## src/rtl/mem_wb_stage.sv

```systemverilog
// mem_wb_stage: memory access and register writeback stage.
// Accepts one operation at a time from the controller: ALU writeback, word load,
// word store or nop. Loads and stores run a req/gnt/rvalid handshake with data
// memory, and results are driven onto the register-file write port. All outputs
// are registered.
// Optional feature: define MEM_TMO_EN to abort a memory transaction that spends
// TMO_CYCLES cycles in REQ/WAIT without completing. err_timeout pulses on abort.
module mem_wb_stage #(
    parameter int unsigned DWIDTH     = 32,
    parameter int unsigned RWIDTH     = 6,
    parameter int unsigned TMO_CYCLES = 64
) (
    input  logic              clk,
    input  logic              rst,
    input  logic              in_valid,
    output logic              in_ready,
    input  logic [1:0]        in_op,
    input  logic [RWIDTH-1:0] in_rd,
    input  logic [DWIDTH-1:0] in_alu,
    input  logic [DWIDTH-1:0] in_wdata,
    output logic              mem_req,
    output logic              mem_we,
    output logic [DWIDTH-1:0] mem_addr,
    output logic [DWIDTH-1:0] mem_wdata,
    input  logic              mem_gnt,
    input  logic              mem_rvalid,
    input  logic [DWIDTH-1:0] mem_rdata,
    output logic              wb_we,
    output logic [RWIDTH-1:0] wb_wa,
    output logic [DWIDTH-1:0] wb_wd,
    output logic              store_done,
    output logic              err_misalign,
    output logic              err_timeout
);

    localparam logic [1:0] OP_ALU   = 2'b00;
    localparam logic [1:0] OP_LOAD  = 2'b01;
    localparam logic [1:0] OP_STORE = 2'b10;

    typedef enum logic [1:0] {
        S_IDLE,
        S_REQ,
        S_WAIT,
        S_WB
    } state_t;

    // The abort counter needs at least two states to be meaningful.
    if (TMO_CYCLES < 2) begin : g_bad_tmo
        $error("mem_wb_stage: TMO_CYCLES must be at least 2");
    end

    state_t state, state_nxt;

    // Captured operands of the operation in flight.
    logic [1:0]        cap_op,    cap_op_nxt;
    logic [RWIDTH-1:0] cap_rd,    cap_rd_nxt;
    logic [DWIDTH-1:0] cap_alu,   cap_alu_nxt;
    logic [DWIDTH-1:0] cap_wdata, cap_wdata_nxt;

    // Registered output state.
    logic              rdy_q,  rdy_nxt;
    logic              req_q,  req_nxt;
    logic              mwe_q,  mwe_nxt;
    logic              wbwe_q, wbwe_nxt;
    logic [RWIDTH-1:0] wa_q,   wa_nxt;
    logic [DWIDTH-1:0] wd_q,   wd_nxt;
    logic              sd_q,   sd_nxt;
    logic              mis_q,  mis_nxt;

`ifdef MEM_TMO_EN
    localparam int unsigned CNT_W = $clog2(TMO_CYCLES + 1);
    localparam logic [CNT_W-1:0] CNT_LIMIT = CNT_W'(TMO_CYCLES - 1);

    logic [CNT_W-1:0] cnt, cnt_nxt;
    logic             tmo_q, tmo_nxt;
    logic             expired;

    // Counter at or past the limit; >= so a grant on the last REQ cycle still
    // aborts on the first WAIT cycle without rvalid.
    assign expired = (cnt >= CNT_LIMIT);
`endif

    // State, captured operands and all registered outputs.
    always_ff @(posedge clk) begin
        if (rst) begin
            state     <= S_IDLE;
            cap_op    <= '0;
            cap_rd    <= '0;
            cap_alu   <= '0;
            cap_wdata <= '0;
            rdy_q     <= 1'b1;
            req_q     <= 1'b0;
            mwe_q     <= 1'b0;
            wbwe_q    <= 1'b0;
            wa_q      <= '0;
            wd_q      <= '0;
            sd_q      <= 1'b0;
            mis_q     <= 1'b0;
`ifdef MEM_TMO_EN
            cnt       <= '0;
            tmo_q     <= 1'b0;
`endif
        end else begin
            state     <= state_nxt;
            cap_op    <= cap_op_nxt;
            cap_rd    <= cap_rd_nxt;
            cap_alu   <= cap_alu_nxt;
            cap_wdata <= cap_wdata_nxt;
            rdy_q     <= rdy_nxt;
            req_q     <= req_nxt;
            mwe_q     <= mwe_nxt;
            wbwe_q    <= wbwe_nxt;
            wa_q      <= wa_nxt;
            wd_q      <= wd_nxt;
            sd_q      <= sd_nxt;
            mis_q     <= mis_nxt;
`ifdef MEM_TMO_EN
            cnt       <= cnt_nxt;
            tmo_q     <= tmo_nxt;
`endif
        end
    end

    // Next-state and next-output decode.
    always_comb begin
        state_nxt     = state;
        cap_op_nxt    = cap_op;
        cap_rd_nxt    = cap_rd;
        cap_alu_nxt   = cap_alu;
        cap_wdata_nxt = cap_wdata;
        req_nxt       = 1'b0;
        mwe_nxt       = 1'b0;
        wbwe_nxt      = 1'b0;
        wa_nxt        = wa_q;
        wd_nxt        = wd_q;
        sd_nxt        = 1'b0;
        mis_nxt       = 1'b0;
`ifdef MEM_TMO_EN
        cnt_nxt       = cnt;
        tmo_nxt       = 1'b0;
`endif

        unique case (state)
            S_IDLE: begin
                if (in_valid) begin
                    cap_op_nxt    = in_op;
                    cap_rd_nxt    = in_rd;
                    cap_alu_nxt   = in_alu;
                    cap_wdata_nxt = in_wdata;
                    case (in_op)
                        OP_ALU: begin
                            state_nxt = S_WB;
                            wbwe_nxt  = 1'b1;
                            wa_nxt    = in_rd;
                            wd_nxt    = in_alu;
                        end
                        OP_LOAD, OP_STORE: begin
                            if (in_alu[1:0] != 2'b00) begin
                                mis_nxt = 1'b1;
                            end else begin
                                state_nxt = S_REQ;
                                req_nxt   = 1'b1;
                                mwe_nxt   = (in_op == OP_STORE);
`ifdef MEM_TMO_EN
                                cnt_nxt   = '0;
`endif
                            end
                        end
                        default: ;  // nop: accepted, no side effects
                    endcase
                end
            end

            S_REQ: begin
                if (mem_gnt) begin
                    if (cap_op == OP_STORE) begin
                        state_nxt = S_IDLE;
                        sd_nxt    = 1'b1;
                    end else if (mem_rvalid) begin
                        state_nxt = S_WB;
                        wbwe_nxt  = 1'b1;
                        wa_nxt    = cap_rd;
                        wd_nxt    = mem_rdata;
                    end else begin
                        state_nxt = S_WAIT;
`ifdef MEM_TMO_EN
                        cnt_nxt   = cnt + 1'b1;
`endif
                    end
                end else begin
                    req_nxt = 1'b1;
                    mwe_nxt = mwe_q;
`ifdef MEM_TMO_EN
                    if (expired) begin
                        state_nxt = S_IDLE;
                        req_nxt   = 1'b0;
                        mwe_nxt   = 1'b0;
                        tmo_nxt   = 1'b1;
                    end else begin
                        cnt_nxt   = cnt + 1'b1;
                    end
`endif
                end
            end

            S_WAIT: begin
                if (mem_rvalid) begin
                    state_nxt = S_WB;
                    wbwe_nxt  = 1'b1;
                    wa_nxt    = cap_rd;
                    wd_nxt    = mem_rdata;
                end else begin
`ifdef MEM_TMO_EN
                    if (expired) begin
                        state_nxt = S_IDLE;
                        tmo_nxt   = 1'b1;
                    end else begin
                        cnt_nxt   = cnt + 1'b1;
                    end
`endif
                end
            end

            S_WB: begin
                state_nxt = S_IDLE;
            end

            default: begin
                state_nxt = S_IDLE;
            end
        endcase

        rdy_nxt = (state_nxt == S_IDLE);
    end

    assign in_ready     = rdy_q;
    assign mem_req      = req_q;
    assign mem_we       = mwe_q;
    assign mem_addr     = cap_alu;
    assign mem_wdata    = cap_wdata;
    assign wb_we        = wbwe_q;
    assign wb_wa        = wa_q;
    assign wb_wd        = wd_q;
    assign store_done   = sd_q;
    assign err_misalign = mis_q;
`ifdef MEM_TMO_EN
    assign err_timeout  = tmo_q;
`else
    assign err_timeout  = 1'b0;
`endif

endmodule
```

## config.mk

```make
export PLATFORM = sky130hd
export DESIGN_NAME = mem_wb_stage
export DESIGN_NICKNAME = d
export VERILOG_FILES = /design/src/rtl/mem_wb_stage.sv
export SDC_FILE = /design/constraint.sdc
export NUM_CORES = 1
export LEC_CHECK = 0
export BUFFER_PORTS_ARGS = -buffer_cell sky130_fd_sc_hd__buf_2
export CORE_MARGIN = 4
export CORE_UTILIZATION = 45
export DETAILED_ROUTE_END_ITERATION = 7
export GPL_TIMING_DRIVEN = 0
export PLACE_DENSITY_LB_ADDON = 0.05
export SLEW_MARGIN = 20
export SYNTH_ARGS = -nofsm -noshare
export SYNTH_HDL_FRONTEND = slang
export SYNTH_SLANG_ARGS = --single-unit
```

## constraint.sdc

```tcl
create_clock -name clk -period 2.68 [get_ports clk]
set_clock_uncertainty 0.2 [all_clocks]
set_input_delay 0.134 -clock clk [delete_from_list [all_inputs] [get_ports clk]]
set_output_delay 0.134 -clock clk [all_outputs]
set_load 0.02 [all_outputs]
```

==> flow_summary.json <==
{
  "grt_remaining_overflow": 0,
  "fin_hold_ws_ns": 0.2111,
  "critical-path-slowest-cell": "sky130_fd_sc_hd__dfxtp_1",
  "initial_utilization_pct": 47.00,
  "timing.critical_path.slowest_cell_delay_ns": 0.41,
  "wire_length_after_detailed_routing_um": 16190,
  "achievable-frequency_mhz": 400.0,
  "synth_warnings": 0,
  "syn_nets": 659,
  "leakage_nw": 3.459,
  "setup_viol": 0,
  "floorplan.die_area_mm2": 0.01209,
  "number_of_synthesized_register_bits": 118,
  "first_pass_grt_wire_length_um": 25030,
  "rsz0062_at_grt": "false",
  "cap_viol_max_count": 0,
  "crit_path_end_kind": "register",
  "timing.final.hold_violations": 0,
  "timing.critical_path.from_type": "register",
  "flow.area_growth_from_synthesis_pct": 61.46,
  "synth_largest_area_cell": "sky130_fd_sc_hd__dfxtp_1",
  "top_level_ports": 218,
  "power.density_mw_per_mm2": 1063,
  "post-route-period-util_pct": 93.28,
  "cts_made_buffers": 17,
  "period_needed_ns": 2.500,
  "ys_seq_area_share_pct": 50.49,
  "post_synthesis_cells": 542,
  "htreeDepth": 4,
  "crit_type": "register to register",
  "critical_path.max_fanout": 10,
  "post_route_cells_drive_above_1_share_pct": 29.72,
  "syn_area_per_cell_um2": 8.631,
  "count_of_distinct_cell_types_in_the_synthesized_netlist": 30,
  "first_global_vias": 5106,
  "detailed_place_hpwl_um": 10500,
  "drt-initial-drc-count": 367,
  "antenna_violating_nets_left": 0,
  "grt_usage_pct": 26.67,
  "clkLatencyLatePin_ns": 0.50,
  "post_drt_via_cell_ratio": 4.934,
  "tritoncts_num_sinks": 118,
  "routabilityCongestion": 0.8559,
  "final.fill_count": 753,
  "drt_pass1_iterations": 4,
  "route.vias.total": 5077,
  "placed_cells_incl_taps": 890,
  "chipHeight_um": 110.0,
  "cts-root-to-sink-buffers": 2,
  "mappedNetlistArea_mm2": 0.004678,
  "utilization_pct": 75.88,
  "port_buffer_count": 215,
  "clk_root_buffer_cell": "sky130_fd_sc_hd__clkbuf_8",
  "row_count": 36,
  "critical_path.cell_chain": "inv_1, ha_1, clkbuf_1, mux2i_1, a2111oi_4, buf_4, buf_2, a211oi_1",
  "final_nets": 1002,
  "totalNegativeSetupSlack_ns": 0,
  "yosys-top-cells-area": "sky130_fd_sc_hd__dfxtp_1, sky130_fd_sc_hd__nand2_1, sky130_fd_sc_hd__mux2i_1, sky130_fd_sc_hd__a21oi_1, sky130_fd_sc_hd__a211oi_1",
  "synth_top_cell_area_share_pct": 50.49,
  "place_area_mm2": 0.005921,
  "regArea_mm2": 0.002362,
  "maxSlewViolCount": 0,
  "post-route-drc-count": 0,
  "run_status": "completed",
  "postLayoutCellArea_mm2": 0.007553,
  "hold_class": "input pin to register",
  "slew_headroom_pct": 49.46,
  "cts.clk_slew.worst_paths_ns": 0.06,
  "actual_transition_at_the_worst_max_transition_pin_ns": 0.7580,
  "number_of_antenna_violations_at_the_first_check_in_global_routing": 0,
  "core_region_area_mm2": 0.009955,
  "fin_cells": 1029,
  "arrival_ns": 2.67,
  "vdd_ir_drop_max_mv": 0.5255,
  "die_x_um": 110.0,
  "tritoncts": "done",
  "area_of_the_multi_input_gates_mm2": 0.002102,
  "grt_start_max_net_pins": 17,
  "critPathRequiredTime_ns": 2.85,
  "post_drt_wl_per_cell_um": 15.74
}
[report_power, final]
part,internal [mW],switching [mW],total (mW)
combinational,1.37,2.23,3.60
clock,1.33,0.739,2.07
sequential,2.16,0.202,2.36
[metrics by stage]
stage	setup slack (ns)	total power, mW
floorplan	0.5529	4.854
global placement	0.2333	5.738
detailed placement	0.2063	5.823
CTS	0.1862	8.030
global route	0.02469	8.535
finish	0.1800	8.028
[layer usage]
metal	vias up	GRT usage [%]	share of wire, %
met5	-	0	0
met4	0	12.73	2.4
met3	33	6.283	7.6
met2	189	47.23	51
met1	2345	29.93	39
li1	2510	-	-
[state kept, by name (all words and copies together) (netlist names)]
register	count
wb_wd	32
in_ready	1
wb_wa	6
mem_req	1
err_misalign	1
wb_we	1
mem_we	1
mem_addr	32
state	2
mem_wdata	32
cap_rd	6
cap_op	2
store_done	1
[cell usage after synthesis, drive strengths merged]
cell     instances
nand2          148
dfxtp          118
a21oi           74
nor2            42
a211oi          40
mux2i           39
clkbuf          27
buf             16
ha               8
inv              6
nand2b           3
a31oi            2
and2             2
nand3            2
nor3             2
o21a             2
o21ai            2
a2111oi          1
a221oi           1
a32oi            1
and3b            1
conb             1
nor2b            1
nor4b            1
o211ai           1
o22ai            1
[layout by cell type, fill, tap and decap left out, types with 10 or more instances in the layout]
| cell type | n |
|---|---|
| sky130_fd_sc_hd__a21oi_1 | 74 |
| sky130_fd_sc_hd__a211oi_2 | 10 |
| sky130_fd_sc_hd__dfxtp_1 | 118 |
| sky130_fd_sc_hd__clkbuf_1 | 30 |
| sky130_fd_sc_hd__a211oi_1 | 30 |
| sky130_fd_sc_hd__clkbuf_16 | 16 |
| sky130_fd_sc_hd__nand2_1 | 148 |
| sky130_fd_sc_hd__mux2i_1 | 39 |
| sky130_fd_sc_hd__nor2_1 | 42 |
| sky130_fd_sc_hd__dlygate4sd3_1 | 109 |
| sky130_fd_sc_hd__buf_2 | 224 |
[final timing paths]
kind | startpoint | to | slack, ns | cells after the start
hold / removal | in_wdata[2] | mem_wdata[2] | 0.21 | 4
setup / recovery | state[0] | wb_wd[7] | 0.18 | 8
setup reg to reg | state[0] | wb_wd[7] | 0.18 | 8
hold reg to reg | mem_wdata[21] | mem_wdata[21] | 0.25 | 2
[cells by family after synthesis]
family | Yosys count | share of synthesized area [%]
AO/OA/AOI/OAI | 125 | 17.46
multiplexers | 39 | 8.344
buffers and inverters | 49 | 4.573
adder cells (fa/ha/maj) | 8 | 2.140
flip-flops | 118 | 50.49
other | 1 | 0.08016
AND/OR/NAND/NOR | 202 | 16.90
[worst max-delay path: cells and delay by family (launching register included)]
kind | cells | cell delay (ns)
multiplexers | 1 | 0.16
flip-flops | 1 | 0.41
adder cells (fa/ha/maj) | 1 | 0.29
buffers and inverters | 4 | 0.77
AO/OA/AOI/OAI | 2 | 0.53
[timing repair]
item / in CTS / in global routing
hold buffers: 109 / 0
hold endpoints to repair: 118 / 0
buffers inserted: 0 / 0
resized for setup: 0 / 0
[final cells by class]
class	count	share of cell area [%]
sequential	118	31.27
timing repair buffer	324	28.69
multi-input combinational	375	27.83
clock buffer	25	6.543
buffer	43	2.534
tap	133	2.203
clock inverter	4	0.5963
inverter	6	0.2982
antenna	1	0.03313
No activity file was read; power rests on OpenSTA's default activity.
